$ cat src/rtl/obc_da_engine.sv
// Bit-serial offset-binary-coding distributed-arithmetic engine: one DFT output
// component from 2*NPAIR samples, MSB-first Horner accumulation over DATA_W cycles.
module obc_da_engine #(
   parameter int DATA_W = 16,
   parameter int NPAIR  = 4,
   parameter int COEF_W = 32,
   parameter logic [NPAIR*2*COEF_W-1:0] LUT_BANK0 = '0,
   parameter logic [NPAIR*2*COEF_W-1:0] LUT_BANK1 = '0,
   parameter logic [COEF_W+DATA_W+$clog2(NPAIR)-1:0] OFFSET0 = '0,
   parameter logic [COEF_W+DATA_W+$clog2(NPAIR)-1:0] OFFSET1 = '0
) (
   input  logic                                     clk,
   input  logic                                     rst_n,
   input  logic                                     in_valid,
   output logic                                     in_ready,
   input  logic                                     in_mode,
   input  logic [2*NPAIR*DATA_W-1:0]                in_data,
   output logic                                     out_valid,
   input  logic                                     out_ready,
   output logic [COEF_W+DATA_W+$clog2(NPAIR)-1:0]   out_data,
   output logic                                     out_mode,
   output logic                                     busy
);
   localparam int ACC_W = COEF_W + DATA_W + $clog2(NPAIR);
   localparam int CNT_W = (DATA_W > 1) ? $clog2(DATA_W) : 1;

   typedef enum logic [1:0] {IDLE, RUN, OUT} state_t;

   state_t                      state_q, state_d;
   logic [2*NPAIR*DATA_W-1:0]   x_q, x_d;
   logic                        mode_q, mode_d;
   logic [ACC_W-1:0]            acc_q, acc_d;
   logic [CNT_W-1:0]            cnt_q, cnt_d;
   logic [ACC_W-1:0]            out_data_q, out_data_d;
   logic                        out_mode_q, out_mode_d;

   logic                        sel_bit;
   logic signed [COEF_W-1:0]    coef;
   logic [ACC_W-1:0]            psum;
   logic [ACC_W-1:0]            acc_next;

   // Partial sum over all pairs for the current bit; LUT read straight from parameters.
   always_comb begin
      sel_bit  = 1'b0;
      coef     = '0;
      psum     = '0;
      for (int p = 0; p < NPAIR; p++) begin
         sel_bit = x_q[2*p*DATA_W + int'(cnt_q)] ^ x_q[(2*p+1)*DATA_W + int'(cnt_q)];
         coef    = mode_q ? LUT_BANK1[(2*p + int'(sel_bit))*COEF_W +: COEF_W]
                          : LUT_BANK0[(2*p + int'(sel_bit))*COEF_W +: COEF_W];
         psum    = psum + ACC_W'(coef);
      end
      // The sign bit carries weight -2^(DATA_W-1), so the first step negates.
      if (cnt_q == CNT_W'(DATA_W-1)) acc_next = -psum;
      else                           acc_next = (acc_q << 1) + psum;
   end

   always_comb begin
      state_d    = state_q;
      x_d        = x_q;
      mode_d     = mode_q;
      acc_d      = acc_q;
      cnt_d      = cnt_q;
      out_data_d = out_data_q;
      out_mode_d = out_mode_q;
      case (state_q)
         IDLE: begin
            if (in_valid) begin
               x_d     = in_data;
               mode_d  = in_mode;
               acc_d   = '0;
               cnt_d   = CNT_W'(DATA_W-1);
               state_d = RUN;
            end
         end
         RUN: begin
            acc_d = acc_next;
            cnt_d = cnt_q - 1'b1;
            if (cnt_q == '0) begin
               out_data_d = acc_next + (mode_q ? OFFSET1 : OFFSET0);
               out_mode_d = mode_q;
               state_d    = OUT;
            end
         end
         OUT: begin
            if (out_ready) state_d = IDLE;
         end
         default: state_d = IDLE;
      endcase
   end

   always_ff @(posedge clk or negedge rst_n) begin
      if (!rst_n) begin
         state_q    <= IDLE;
         x_q        <= '0;
         mode_q     <= 1'b0;
         acc_q      <= '0;
         cnt_q      <= '0;
         out_data_q <= '0;
         out_mode_q <= 1'b0;
      end else begin
         state_q    <= state_d;
         x_q        <= x_d;
         mode_q     <= mode_d;
         acc_q      <= acc_d;
         cnt_q      <= cnt_d;
         out_data_q <= out_data_d;
         out_mode_q <= out_mode_d;
      end
   end

   assign in_ready  = (state_q == IDLE);
   assign busy      = (state_q != IDLE);
   assign out_valid = (state_q == OUT);
   assign out_data  = out_data_q;
   assign out_mode  = out_mode_q;

endmodule

$ cat config.mk
export PLATFORM = sky130hd
export DESIGN_NAME = obc_da_engine
export DESIGN_NICKNAME = d
export VERILOG_FILES = /design/src/rtl/obc_da_engine.sv
export SDC_FILE = /design/constraint.sdc
export NUM_CORES = 1
export LEC_CHECK = 0
export ABC_AREA = 1
export BUFFER_PORTS_ARGS = -buffer_cell sky130_fd_sc_hd__buf_2
export CORE_AREA = 5 5 69 71
export DETAILED_ROUTE_END_ITERATION = 8
export DIE_AREA = 0 0 74 76
export PLACE_DENSITY = 0.72
export REMOVE_ABC_BUFFERS = 1
export SYNTH_ARGS = -nofsm -noshare
export SYNTH_HDL_FRONTEND = slang
export SYNTH_SLANG_ARGS = --single-unit
$ cat constraint.sdc
create_clock -name clk -period 2.8 [get_ports clk]
set_input_delay 0.56 -clock clk [delete_from_list [all_inputs] [get_ports clk]]
set_output_delay 0.56 -clock clk [all_outputs]
set_load 0.03 [all_outputs]
Word level (Yosys, flattened, before mapping)
Cells that the tools add are included.
{"block": "word_totals", "elab_cells": 85, "memories": 0, "rom_bits": 0, "latchBits": 0, "ram_bits": 0, "ff_bits": 235, "output_inout_bits": 54, "inputBits": 133}
{"block": "op_classes", "n_mul": 0, "n_div": 0, "n_eq_ne": 6, "n_mux": 32, "add_sub_neg": 16, "magnitude_cmp": 8, "shifts": 4, "bitwise_logic": 4, "reduce_logical": 8}
{"operator": "256-bit by 10-bit indexed part select with 32-bit output (first input constant)", "count": 2}
{"operator": "256-bit by 7-bit indexed part select with 32-bit output (first input constant)", "count": 1}
{"operator": "256-bit by 9-bit indexed part select with 32-bit output (first input constant)", "count": 1}
{"operator": "49-bit case mux with 2 select lines", "count": 1}
{"operator": "50-bit adder", "count": 1}
{"operator": "50-bit two-way mux", "count": 1}
{"operator": "50-bit negation", "count": 1}
{"operator": "1-bit binary-select mux with 7-bit select", "count": 7}
{"operator": "49-bit two-way mux", "count": 1}
{"operator": "34-bit by 32-bit adder with 35-bit output", "count": 1}
{"operator": "33-bit by 32-bit adder with 34-bit output", "count": 1}
{"operator": "32-bit by 32-bit adder with 33-bit output", "count": 1}
{"operator": "7-bit by 4-bit adder with 8-bit output (first input constant)", "count": 4}
{"operator": "8-bit < comparator (second input constant)", "count": 4}
{"operator": "7-bit by 8-bit < comparator with 1-bit output (second input constant)", "count": 2}
{"operator": "1-bit two-way mux", "count": 15}
{"operator": "6-bit by 4-bit adder with 7-bit output (first input constant)", "count": 2}
{"operator": "3-bit by 1-bit adder with 4-bit output (first input constant)", "count": 2}
{"operator": "4-bit by 8-bit < comparator with 1-bit output (second input constant)", "count": 1}
{"operator": "6-bit by 8-bit < comparator with 1-bit output (second input constant)", "count": 1}
{"operator": "4-bit case mux with 2 select lines", "count": 1}
{"operator": "5-bit by 4-bit adder with 6-bit output (first input constant)", "count": 1}
{"operator": "2-bit two-way mux", "count": 3}
{"operator": "2-bit case mux with 3 select lines", "count": 1}
{"operator": "other kinds (15)", "count": 22}

Depth between registers and ports, before layout
{"block": "logic_depth", "depth_word": 13, "mapped_depth": 5, "mapped_depth_nobuf": 5}

Worst setup path after synthesis
OpenSTA, ideal clock, no wires.
{"block": "synth_path", "path_type": "reg-to-output", "start": "register state_q[0]", "end": "output busy", "path_slack_ps": 1189, "stages_incl_launch_ff": 3, "arrival_ps": 1051, "path_cell_list": "dfrtp_1 -> nor2_2 -> inv_1"}
{"block": "synth_via", "elab_chain_cells": 1}
{"element": "start, declared", "line": "29", "text": "state_t state_q, state_d;"}
{"element": "start signal, assigned", "line": "102", "text": "state_q <= state_d;"}
{"element": "2-bit nonzero test", "line": "113", "text": "assign busy = (state_q != IDLE);"}
{"element": "end, declared", "line": "22", "text": "output logic busy"}
No other way between the ends.

Worst setup path after layout
{"block": "layout_path", "start": "register state_q[1]", "end": "output out_valid"}
{"block": "layout_via", "elab_chain_cells": 1}
{"element": "2-bit equality test", "line": "114", "text": "assign out_valid = (state_q == OUT);"}
{"element": "end, declared", "line": "18", "text": "output logic out_valid,"}
No other way between the ends.

==> flow_summary.toml <==
[timing]
grt_setup_unrepaired = "no"
setup_viol = 0
finalMaxSlewViolations = 0
setup_tns_ps = 0
min_period_ps = 1680
post-route-period-util = 0.599
max_freq_mhz = 596
hold_violations = 0
fin_skew_ps = 3.92

[synthesis]
ys_types = 17
async_reset_ff_frac = 1.00
synth.avg_cell_area_um2 = 7.77
syn_inst = 101
ys.flop_type = "dfrtp_1"
yosys-top-cells-count = "50 x buf_4, 13 x nand2_1, 8 x dfrtp_1"
ys_seq_elements = 8
synth_top_area_cell = "buf_4"
synth_top_area_share = 0.478
yosys-top-cells-area = "buf_4 48%, dfrtp_1 26%, nand2_1 6.2%"
synth_area_um2 = 785
yosysSeqAreaShare = 0.255
synth-edff-count = 0
synth.most_common_cell = "buf_4"
yosys_warnings = 0

[finish]
register_area_um2 = 200
fin_nets = 247
drive_above_1_share = 0.171
fillCellCount = 474
syn_to_final_growth_pct = -5.74
diodes = 0
fin_area_um2 = 739
multiInputGateArea_um2 = 359

[die]
core_um2 = 4170
num_rows = 24
initial_core_util = 0.188
pin_count = 187
die_h_um = 76
die_w_um = 74
die-area_um2 = 5620

[cts]
clock-sinks = 8
clock_latency_ps = 230
htree_levels = 1
cts_resized = 0
post_cts_buffers = 0
cts-buffers-inserted = 3
cts-root-buf = "clkbuf_8"
clk_pin_slew_worst_paths_ps = 40
clk_path_buf_depth = 2
ctsHoldBuffers = 0
tritoncts = "built"

[place]
gp_congestion = 0.715
dpl-instance-area_um2 = 698
dpl.hpwl_um = 1020
io_buffer_count = 8

[setup_path]
cp.arrival_ps = 1120
timing.critical_path.from_type = "flop"
path_cells = "inv_2, nor2_1, buf_2"
slowest_stage = "dfrtp_1"
cp-end-kind = "output pin"
cpPeakStageDelay_ps = 420
required_ps = 2240
critPathMaxFanout = 4
path_class = "flop to output pin"

[grt]
grt_max_degree = 9
antenna_found_initial = 0
grt_use_total = 0.0470
grt_first_pass_wirelength_um = 2120
first_global_vias = 456
overflow = 0

[power]
leakage_uw = 0.000437
power_density_nw_per_um2 = 910
vdd_drop_max_v = 0.000182

[route]
wire_per_inst_um = 7.61
wl_um = 1240
drcViolationCount = 0
drt_iter0_markers = 23
viasPerCell = 3.03
dr.pass1.iters = 3
ant_nets = 0
vias = 494

[hold_path]
min_path_type = "primary input to async pin"

[outcome]
outcome = "complete, no violations"

[flow_run]
cap_violations = 0
-- path summary, 6_finish.rpt --
kind	start	end	slack (ps)	cells past startpoint
min reg2reg	out_mode	out_mode	460	2
min in group clk	out_mode	out_mode	460	2
max reg2reg	cnt_q[0]	cnt_q[2]	1720	5
max in group asynchronous	rst_n	cnt_q[3]	2460	1
max	state_q[1]	out_valid	1120	3
min	rst_n	mode_q	170	1
-- per-stage QoR --
| step | total power (µW) | cells | worst slack [ps] | hold slack [ps] | util |
|---|---|---|---|---|---|
| after floorplan | 474 | 100 | 1190 | 264 | - |
| after global placement | 521 | 160 | 1340 | 409 | 0.167 |
| after detailed placement | 530 | 160 | 1360 | 415 | 0.167 |
| after CTS | 676 | 163 | 1110 | 172 | 0.177 |
| after global routing | 735 | 163 | 1030 | 183 | 0.177 |
| final | 673 | 163 | 1120 | 166 | 0.177 |
-- cell usage in the layout (no fill, tap or decap) --
| cell type | n |
|---|---|
| o21ai_2 | 1 |
| conb_1 | 50 |
| nand3_2 | 1 |
| nand3_1 | 5 |
| nor2_4 | 1 |
| ha_1 | 1 |
| nand4_1 | 2 |
| nand2_1 | 13 |
| o21ai_1 | 2 |
| dfrtp_1 | 8 |
| a21oi_1 | 1 |
| nor2_2 | 1 |
| nand2_2 | 1 |
| clkbuf_8 | 3 |
| inv_2 | 3 |
| buf_2 | 8 |
| nor2_1 | 4 |
| inv_1 | 6 |
-- sequential cells by signal (all words and copies together) (netlist names) --
register	cells
out_mode	1
state_q	2
mode_q	1
cnt_q	4
-- where the power goes --
group | total (µW) | switching, µW | internal [µW]
registers | 207 | 41.0 | 166
logic | 326 | 245 | 81.5
clock network | 140 | 46.9 | 93.3
-- cell families (layout without fill, tap and decap cells) --
family          after synthesis  in the layout  synth area share
flops                         8              8             0.255
fa+ha+maj                     1              1            0.0159
simple gates                 28             28             0.172
compound gates                4              4            0.0303
buf+inv                      59             20             0.522
other cells                   1             50           0.00478
-- layout make-up --
cell class                      instances  share of cell area
Clock buffer                            3              0.0558
Inverter                                9              0.0457
Multi-Input combinational cell         83               0.486
Sequential cell                         8               0.271
Tap cell                               52              0.0880
Timing Repair Buffer                    8              0.0541
-- per-layer routing --
metal	global-route usage	vias to the layer above	routed length (µm)
met3	0.0211	4	214
li1	-	230	-
met2	0.0762	36	596
met1	0.0488	224	397
met5	0	-	0
met4	0.0272	0	30
-- critical path, delay by kind of cell (launching register included) --
kind / cells / cell delay (ps)
buf+inv: 2 / 310
flops: 1 / 420
simple gates: 1 / 150
Note: power is estimated with default switching activity, not from simulation.
